### src/rtl/instruction_fetch_unit.sv
// Holds the PC and the IF/ID register; an instruction at PC reaches IF/ID one edge later.
// ID_stall freezes PC and IF/ID; an ID redirect squashes the wrong-path fetch into a one-cycle bubble.
module instruction_fetch_unit #(
   parameter logic [31:0] RESET_PC = 32'h0000_0000,
   parameter int          IMEM_AW  = 10,
   parameter logic [31:0] NOP_WORD = 32'h0000_0000,
   parameter int          CNT_W    = 32
) (
   input  logic               Clk,
   input  logic               Rst,
   input  logic               ID_stall,
   input  logic               ID_PCSrc,
   input  logic [31:0]        ID_new_PC,
   output logic [IMEM_AW-1:0] imem_addr,
   input  logic [31:0]        imem_data,
   output logic [31:0]        PC,
   output logic [31:0]        IF_ID_Instruction,
   output logic [31:0]        IF_ID_PC4,
   output logic               IF_ID_valid,
   output logic [CNT_W-1:0]   cycle_count,
   output logic [CNT_W-1:0]   stall_count,
   output logic [CNT_W-1:0]   flush_count
);

   localparam logic [31:0] WORD_MASK = ~32'h0000_0003;

   logic [31:0]      pc_q, pc_d;
   logic [31:0]      instr_q, instr_d;
   logic [31:0]      pc4_q, pc4_d;
   logic             valid_q, valid_d;
   logic [CNT_W-1:0] cyc_q, cyc_d;
   logic [CNT_W-1:0] stall_q, stall_d;
   logic [CNT_W-1:0] flush_q, flush_d;
   logic [31:0]      pc_plus4;

   function automatic logic [CNT_W-1:0] sat_inc(input logic [CNT_W-1:0] v);
      return (&v) ? v : v + CNT_W'(1);
   endfunction

   assign pc_plus4  = pc_q + 32'd4;
   assign imem_addr = pc_q[IMEM_AW+1:2];

   // Stall outranks redirect: decode operands are stale while it is stalled.
   always_comb begin
      pc_d    = pc_q;
      instr_d = instr_q;
      pc4_d   = pc4_q;
      valid_d = valid_q;
      cyc_d   = sat_inc(cyc_q);
      stall_d = stall_q;
      flush_d = flush_q;
      if (ID_stall) begin
         stall_d = sat_inc(stall_q);
      end else if (ID_PCSrc) begin
         pc_d    = ID_new_PC & WORD_MASK;
         instr_d = NOP_WORD;
         pc4_d   = 32'd0;
         valid_d = 1'b0;
         flush_d = sat_inc(flush_q);
      end else begin
         instr_d = imem_data;
         pc4_d   = pc_plus4;
         valid_d = 1'b1;
         pc_d    = pc_plus4;
      end
   end

   always_ff @(posedge Clk or negedge Rst) begin
      if (!Rst) begin
         pc_q    <= RESET_PC & WORD_MASK;
         instr_q <= NOP_WORD;
         pc4_q   <= 32'd0;
         valid_q <= 1'b0;
         cyc_q   <= '0;
         stall_q <= '0;
         flush_q <= '0;
      end else begin
         pc_q    <= pc_d;
         instr_q <= instr_d;
         pc4_q   <= pc4_d;
         valid_q <= valid_d;
         cyc_q   <= cyc_d;
         stall_q <= stall_d;
         flush_q <= flush_d;
      end
   end

   assign PC                = pc_q;
   assign IF_ID_Instruction = instr_q;
   assign IF_ID_PC4         = pc4_q;
   assign IF_ID_valid       = valid_q;
   assign cycle_count       = cyc_q;
   assign stall_count       = stall_q;
   assign flush_count       = flush_q;

endmodule

### config.mk
export PLATFORM = sky130hd
export DESIGN_NAME = instruction_fetch_unit
export DESIGN_NICKNAME = d
export VERILOG_FILES = /design/src/rtl/instruction_fetch_unit.sv
export SDC_FILE = /design/constraint.sdc
export NUM_CORES = 1
export LEC_CHECK = 0
export BUFFER_PORTS_ARGS = -buffer_cell sky130_fd_sc_hd__buf_2
export CORE_MARGIN = 2
export CORE_UTILIZATION = 30
export DETAILED_ROUTE_END_ITERATION = 10
export MAX_ROUTING_LAYER = met4
export PLACE_DENSITY = 0.55
export SKIP_CTS_REPAIR_TIMING = 1
export SLEW_MARGIN = 20
export SYNTH_ARGS = -nofsm -noshare
export SYNTH_HDL_FRONTEND = slang
export SYNTH_SLANG_ARGS = --single-unit
### constraint.sdc
create_clock -name Clk -period 4.6 [get_ports Clk]
set_input_delay 0.46 -clock Clk [delete_from_list [all_inputs] [get_ports Clk]]
set_output_delay 0.46 -clock Clk [all_outputs]
set_load 0.05 [all_outputs]
Yosys cells after proc, flatten, opt, wreduce, memory -nomap -nowiden
Cells that the tools add are included.
{ "totals": {"reg_bits": 193, "in_bits": 68, "out_inout_bits": 203, "word_cells": 23} }
{ "classes": {"n_addsub": 4, "n_mux": 4, "bitwise": 3, "reduce_logical": 5} }
{ "op_table": {"columns": ["op", "count"], "rows": [
  ["32-bit by 1-bit adder with 32-bit output, second input constant", 3],
  ["32-bit two-way mux", 3],
  ["32-bit AND reduction", 3],
  ["32-bit by 3-bit adder with 32-bit output, second input constant", 1],
  ["1-bit inverter", 3],
  ["3-bit AND reduction", 1],
  ["2-bit AND reduction", 1],
  ["1-bit two-way mux", 1]
]} }

Longest topological paths before layout
Gate-level depths: netlist (run 1).
{ "depth": {"word_depth": 3, "ltp_mapped": 8, "mapped_depth_nobuf": 6} }

Worst setup path after synthesis (run 1)
OpenSTA, ideal clock, no wires.
{ "synth_path": {"path_type": "register to register", "from": "register cyc_q[0] (netlist: cycle_count[0])", "to": "register cyc_q[1] (netlist: cycle_count[1])", "arrival_ps": 2224, "path_slack_ps": 2252, "path_stages_with_launch": 7, "path_buffers": 1, "synth_period_minus_slack_ps": 2348, "cell_sequence": "dfrtp_1 -> ha_1 -> inv_1 -> or3_4 -> nor4_4 -> buf_6 -> mux2_2"} }
{ "synth_via": {"elab_chain_cells": 1, "word_cells_on_any_way": 2} }
{ "synth_lines": {"columns": ["item", "line", "text"], "rows": [
  ["from (decl)", "31", "logic [CNT_W-1:0] cyc_q, cyc_d;"],
  ["from (signal assigned)", "82", "cyc_q <= cyc_d;"],
  ["32-bit by 1-bit adder with 32-bit output or 32-bit AND reduction (tied branches)", "37", "return (&v) ? v : v + CNT_W'(1);"]
]} }
Parallel ways exist; a longest one is shown, timed or not.
A chain may end at the register's enable or synchronous reset.

Worst setup path after layout (run 1)
{ "layout_path": {"from": "register pc_q[2] (netlist: PC[2])", "to": "register pc4_q[20] (netlist: IF_ID_PC4[20])"} }
{ "layout_via": {"elab_chain_cells": 2} }
{ "layout_lines": {"columns": ["item", "line", "text"], "rows": [
  ["from (decl)", "27", "logic [31:0] pc_q, pc_d;"],
  ["from (signal assigned)", "70", "pc_q <= RESET_PC & WORD_MASK;"],
  ["from (signal assigned)", "78", "pc_q <= pc_d;"],
  ["32-bit by 3-bit adder with 32-bit output", "40", "assign pc_plus4 = pc_q + 32'd4;"],
  ["32-bit two-way mux", "54", "end else if (ID_PCSrc) begin"],
  ["to (signal assigned)", "80", "pc4_q <= pc4_d;"],
  ["to (decl)", "29", "logic [31:0] pc4_q, pc4_d;"]
]} }
No other way between the ends.

==> results of run 1 <==
[kinds of logic after synthesis]
| family | after synthesis |
|---|---|
| and+or+nand+nor | 410 |
| DFF | 190 |
| AOI/OAI and AO/OA | 141 |
| xor gates and xnor gates | 113 |
| buffers and inverters | 72 |
| muxes | 10 |
| adders and majority gates | 4 |
| other | 1 |
[layer usage]
layer | track usage | vias up | wire, um
li1 | - | 3769 | -
met1 | 0.217 | 3724 | 12200
met2 | 0.247 | 205 | 11500
met3 | 0.0370 | 21 | 1430
met4 | 0.0577 | 0 | 414
met5 | - | - | 0
[cell type report]
type                            instances  share of cell area
Inverter                               12             0.00390
Sequential cell                       190               0.412
Multi-Input combinational cell        680               0.365
Clock buffer                           18              0.0372
Antenna cell                            3            0.000650
Tap cell                              396              0.0429
Timing Repair Buffer                  272               0.121
Clock inverter                         14              0.0179
[worst min-delay path by stage]
| stage | start | end | depth (start not counted) |
|---|---|---|---|
| detailed placement | IF_ID_Instruction[15] | IF_ID_Instruction[15] | 2 |
| floorplan | Rst | IF_ID_Instruction[0] | 0 |
| finish | Rst | cycle_count[22] | 1 |
| CTS | Rst | cycle_count[13] | 1 |
| global route | Rst | cycle_count[22] | 1 |
| global placement | IF_ID_PC4[30] | IF_ID_PC4[30] | 2 |
[power breakdown]
group	total, W	internal [W]	switching [W]
logic	0.00115	0.000278	0.000872
clock network	0.00164	0.000924	0.000713
registers	0.00199	0.00182	0.000173
[sequential cells by signal, indices dropped and copies added (netlist names)]
signal	count
IF_ID_Instruction	32
cycle_count	32
flush_count	32
stall_count	32
IF_ID_PC4	31
PC	30
IF_ID_valid	1
[cell usage after synthesis, types with 5 or more instances]
cell      instances
a22oi_1          20
nor4_1            5
inv_1            11
nor2_1           43
xor2_1           53
nor3_1           24
and2_1           13
or3_1             6
dfrtp_1         190
nand2_1         143
mux2i_1           5
mux2_2            5
xnor2_1          60
nand4_1          36
nand3_1          59
and3_1           27
buf_4            15
a21oi_1          14
and4_1           17
o21ai_0          73
clkbuf_1         39
or4_1             5
[per-stage QoR]
stage	setup WS [ps]	cell area [um2]
2_1_floorplan	2250	9310
3_3_place_gp	1770	10900
3_5_place_dp	1740	10900
4_1_cts	2120	11500
5_1_grt	1900	11500
6_report	2160	11500
==> results.py, run 1 <==
metrics = {
    "outcome": {
        "outcome": "completed",
    },
    "place": {
        "dp_cells": 1550,
        "dpl.hpwl_um": 17700,
        "portBuffers": 266,
        "gp_congestion": 0.789,
    },
    "setup_path": {
        "crit_path_top_delay_cell": "or4_1",
        "cp.arrival_ps": 2760,
        "worstReg2RegStart": "PC[2]",
        "crit_chain": "ha_1 > nand4_1 > nor3_4 > nand2_2 > or4_1 > o311ai_0",
        "r2r_cells": 6,
        "end_kind": "register",
        "critical_path_class": "reg -> reg",
        "path_delay_family": "simple AND/OR/NAND/NOR gates",
        "reg2reg_to": "IF_ID_PC4[20]",
        "reg2reg_setup_slack_ps": 2160,
        "cp.depth": 6,
        "cp_num_buf_inv": 0,
        "cp.required_ps": 4920,
        "crit_path_max_incr_delay_ps": 540,
        "start_kind": "register",
        "crit_end": "IF_ID_PC4[20]",
        "crit_fanout": 10,
        "crit_path_start": "PC[2]",
    },
    "sta": {
        "worst_slew_margin_rel": 0.379,
        "fin_setup_tns_ps": 0,
        "fin_hold_ws_ps": 96.4,
        "setup_viol": 0,
        "rsz0062_at_grt": "false",
        "clock_skew_ps": 14.6,
        "fmax_mhz": 409,
        "fin_crit_sh": 0.531,
        "finalHoldViolations": 0,
        "drv_slew": 0,
        "tightest_slew_ps": 920,
        "period_minus_slack_ps": 2440,
    },
    "grt": {
        "grt_pass1_wl_um": 42000,
        "grt_antenna_before_repair": 2,
        "grt_overflow_total": 0,
        "grt_pass1_vias": 7614,
        "grt_max_degree": 101,
        "track_usage": 0.164,
    },
    "floorplanning": {
        "initial_core_util": 0.304,
        "ioPinCount": 271,
        "num_rows": 64,
        "die_w_um": 180,
        "dieArea_um2": 32400,
        "chipHeight_um": 180,
        "core-area_um2": 30600,
    },
    "pwr": {
        "irDropWorstVdd_mv": 0.252,
        "leakagePower_nw": 5.70,
        "power_density_nw_per_um2": 413,
        "finalPower_w": 0.00477,
    },
    "synthesis": {
        "synth_area_leaders": "dfrtp_1 51%, nand2_1 5.8%, xnor2_1 5.6%",
        "synth-main-ff-cell": "dfrtp_1",
        "synth_top_area_cell": "dfrtp_1",
        "ys_types": 65,
        "synth_area_per_cell_um2": 9.88,
        "synth_top_family_by_area": "simple AND/OR/NAND/NOR gates",
        "ys_seq_area_frac": 0.511,
        "muxShareOfSynthArea": 0.0114,
        "synth_edf_count": 0,
        "netlist_instances": 941,
        "synth-adder-area-share": 0.00538,
        "synth_top_area_frac": 0.511,
        "synth_xor_area_frac": 0.106,
        "syn_area_um2": 9300,
        "synthSimpleGateAreaFrac": 0.235,
        "async_flop_share": 1.00,
        "yosysWarningCount": 0,
        "synth_compound_area_frac": 0.0936,
        "ys_ff_latch": 190,
    },
    "job": {
        "maxCapViolations": 0,
    },
    "cells_and_area": {
        "nets": 1245,
        "fillCellCount": 3128,
        "final_cell_mix": "264 x buf_2, 190 x dfrtp_1, 143 x nand2_1",
        "fin_cells": 1585,
        "final-seq-area_um2": 4750,
        "multi_input_area_um2": 4210,
        "final_util": 0.378,
        "drive_above_1_share": 0.278,
        "layout_commonest_cell": "buf_2",
        "syn_to_final_growth_pct": 24.2,
    },
    "route": {
        "vias": 7719,
        "finalWirelength_um": 25500,
        "wl_per_cell_um": 16.1,
        "viasPerCell": 4.87,
        "drc_errors": 0,
        "first_iter_violations": 358,
        "first_pass_iters": 4,
        "antenna_left": 0,
    },
    "clocking": {
        "cts_sinks": 190,
        "clk_latency_ps": 440,
        "numCtsBuffers": 17,
        "htreeDepth": 4,
        "clkTransAtPathRegs_ps": 70,
        "tritoncts": "yes",
        "clock_path_buffers": 2,
        "root_buffer": "clkbuf_16",
    },
    "min_path": {
        "hp-class": "in -> async",
    },
}
(Power assumes the default switching activity.)
==> inputs of run 2 (changes only) <==
- clock period: 4.6 -> 2.4 ns (I/O delays scaled with it)
==> run 2 against run 1 <==
Highest routed layer unchanged; clock skew decreased by 1.3 ps; critical endpoint is now IF_ID_PC4[22]; power grew 85%; count of clock-buffer cells in the layout is 3 higher; flip-flop and latch count unchanged.
==> results.py, run 2 (synthesis results as in run 1) <==
metrics = {
    "outcome": {
        "outcome": "completed",
    },
    "setup_path": {
        "worstReg2RegStart": "PC[2]",
        "critical_path_class": "reg -> reg",
        "crit_fanout": 10,
        "reg2reg_setup_slack_ps": 240,
        "end_kind": "register",
        "cp.arrival_ps": 2470,
        "reg2reg_to": "IF_ID_PC4[22]",
        "start_kind": "register",
        "cp.required_ps": 2710,
        "r2r_cells": 6,
    },
    "sta": {
        "period_minus_slack_ps": 2160,
        "tightest_slew_ps": 653,
        "fmax_mhz": 462,
        "clock_skew_ps": 13.3,
        "finalHoldViolations": 0,
        "fin_crit_sh": 0.901,
        "drv_slew": 0,
        "worst_slew_margin_rel": 0.565,
        "fin_hold_ws_ps": 35.7,
        "fin_setup_tns_ps": 0,
        "setup_viol": 0,
        "rsz0062_at_grt": "false",
    },
    "route": {
        "drt-met1-wl_um": 12400,
        "dr_wl_met2_um": 11700,
        "antenna_left": 0,
        "route.top_layer_used": "met4",
        "finalWirelength_um": 25900,
        "wl_per_cell_um": 16.1,
        "vias": 7859,
        "first_pass_iters": 5,
        "wl_met3_um": 1410,
        "first_iter_violations": 406,
        "drc_errors": 0,
        "viasPerCell": 4.88,
    },
    "clocking": {
        "numCtsBuffers": 17,
        "clk_latency_ps": 440,
        "tritoncts": "yes",
        "root_buffer": "clkbuf_16",
        "clkTransAtPathRegs_ps": 80,
        "clock_path_buffers": 2,
        "cts_sinks": 190,
        "htreeDepth": 4,
    },
    "pwr": {
        "seqPwrFrac": 0.430,
        "combPwrFrac": 0.255,
        "leakagePower_nw": 5.81,
        "power_density_nw_per_um2": 758,
        "clkPwrFrac": 0.316,
        "internal_power_w": 0.00555,
        "irDropWorstVdd_mv": 0.432,
        "sw_frac_of_total": 0.373,
        "switchingPower_w": 0.00331,
    },
    "cells_and_area": {
        "multi_input_area_um2": 4210,
        "syn_to_final_growth_pct": 25.5,
        "layout_commonest_cell": "buf_2",
        "fillCellCount": 3162,
        "nets": 1272,
        "final-seq-area_um2": 4750,
        "drive_above_1_share": 0.293,
        "final_cell_mix": "264 x buf_2, 190 x dfrtp_1, 143 x nand2_1",
    },
    "grt": {
        "grt_antenna_before_repair": 1,
        "grt_overflow_total": 0,
        "grt_max_degree": 68,
        "grt_pass1_wl_um": 42600,
        "track_usage": 0.166,
        "grt_pass1_vias": 7637,
    },
    "floorplanning": {
        "ioPinCount": 271,
        "core-area_um2": 30600,
        "chipHeight_um": 180,
        "die_w_um": 180,
        "initial_core_util": 0.304,
        "dieArea_um2": 32400,
        "num_rows": 64,
    },
    "job": {
        "maxCapViolations": 0,
    },
    "place": {
        "portBuffers": 266,
        "gp_congestion": 0.799,
        "dpl.hpwl_um": 18600,
    },
    "min_path": {
        "min_to": "PC[27]",
        "holdCritStartpoint": "ID_new_PC[27]",
        "hp-class": "in -> reg",
        "worstHoldPathCells": 3,
    },
}
## run 2: worst max path at each step
stage               cells after the start              to  slack, ps            from
finish                                  6   IF_ID_PC4[22]        240           PC[2]
global route                            7  cycle_count[3]         90  cycle_count[0]
CTS                                     7  cycle_count[9]        230  cycle_count[0]
detailed placement                      6   IF_ID_PC4[22]        240           PC[2]
global placement                        7  cycle_count[9]        300  cycle_count[0]
floorplan                               6  cycle_count[1]         50  cycle_count[0]
## run 2: metal layers
| layer | vias to the layer above | GRT usage |
|---|---|---|
| met1 | 3799 | 0.228 |
| li1 | 3828 | - |
| met3 | 22 | 0.0378 |
| met5 | - | - |
| met2 | 210 | 0.249 |
| met4 | 0 | 0.0452 |
## run 2: final cells by class
type                    instances  share of cell area
diodes                          1            0.000214
clock buffers                  21              0.0403
clock inverters                10             0.00772
inverters                      12             0.00386
multi-input cells             680               0.361
flip-flops and latches        190               0.407
well taps                     396              0.0424
repair buffers                299               0.138
## run 2: power by group through the flow
stage                     clock, W  combinational, W  sequential [W]
after global placement           0           0.00227         0.00385
after CTS                  0.00289           0.00228         0.00381
after floorplan                  0          0.000673         0.00478
final                      0.00280           0.00225         0.00380
after global routing       0.00302           0.00240         0.00386
after detailed placement         0           0.00228         0.00386
## run 2: metrics by stage
stage	area, um2	setup WS [ps]	power (W)	cells	util
after floorplan	9310	51.6	0.00546	942	-
after global placement	11100	300	0.00612	1576	0.363
after detailed placement	11100	242	0.00614	1576	0.363
after CTS	11700	230	0.00898	1607	0.381
after global routing	11700	93.9	0.00928	1609	0.382
final	11700	238	0.00885	1609	0.382
## run 2: critical path, cell delays in order (launching register included)
cell	delay (ps)
dfrtp_1	450
ha_1	290
nand4_1	230
nor3_4	230
nand2_2	180
or4_1	530
o311ai_0	130
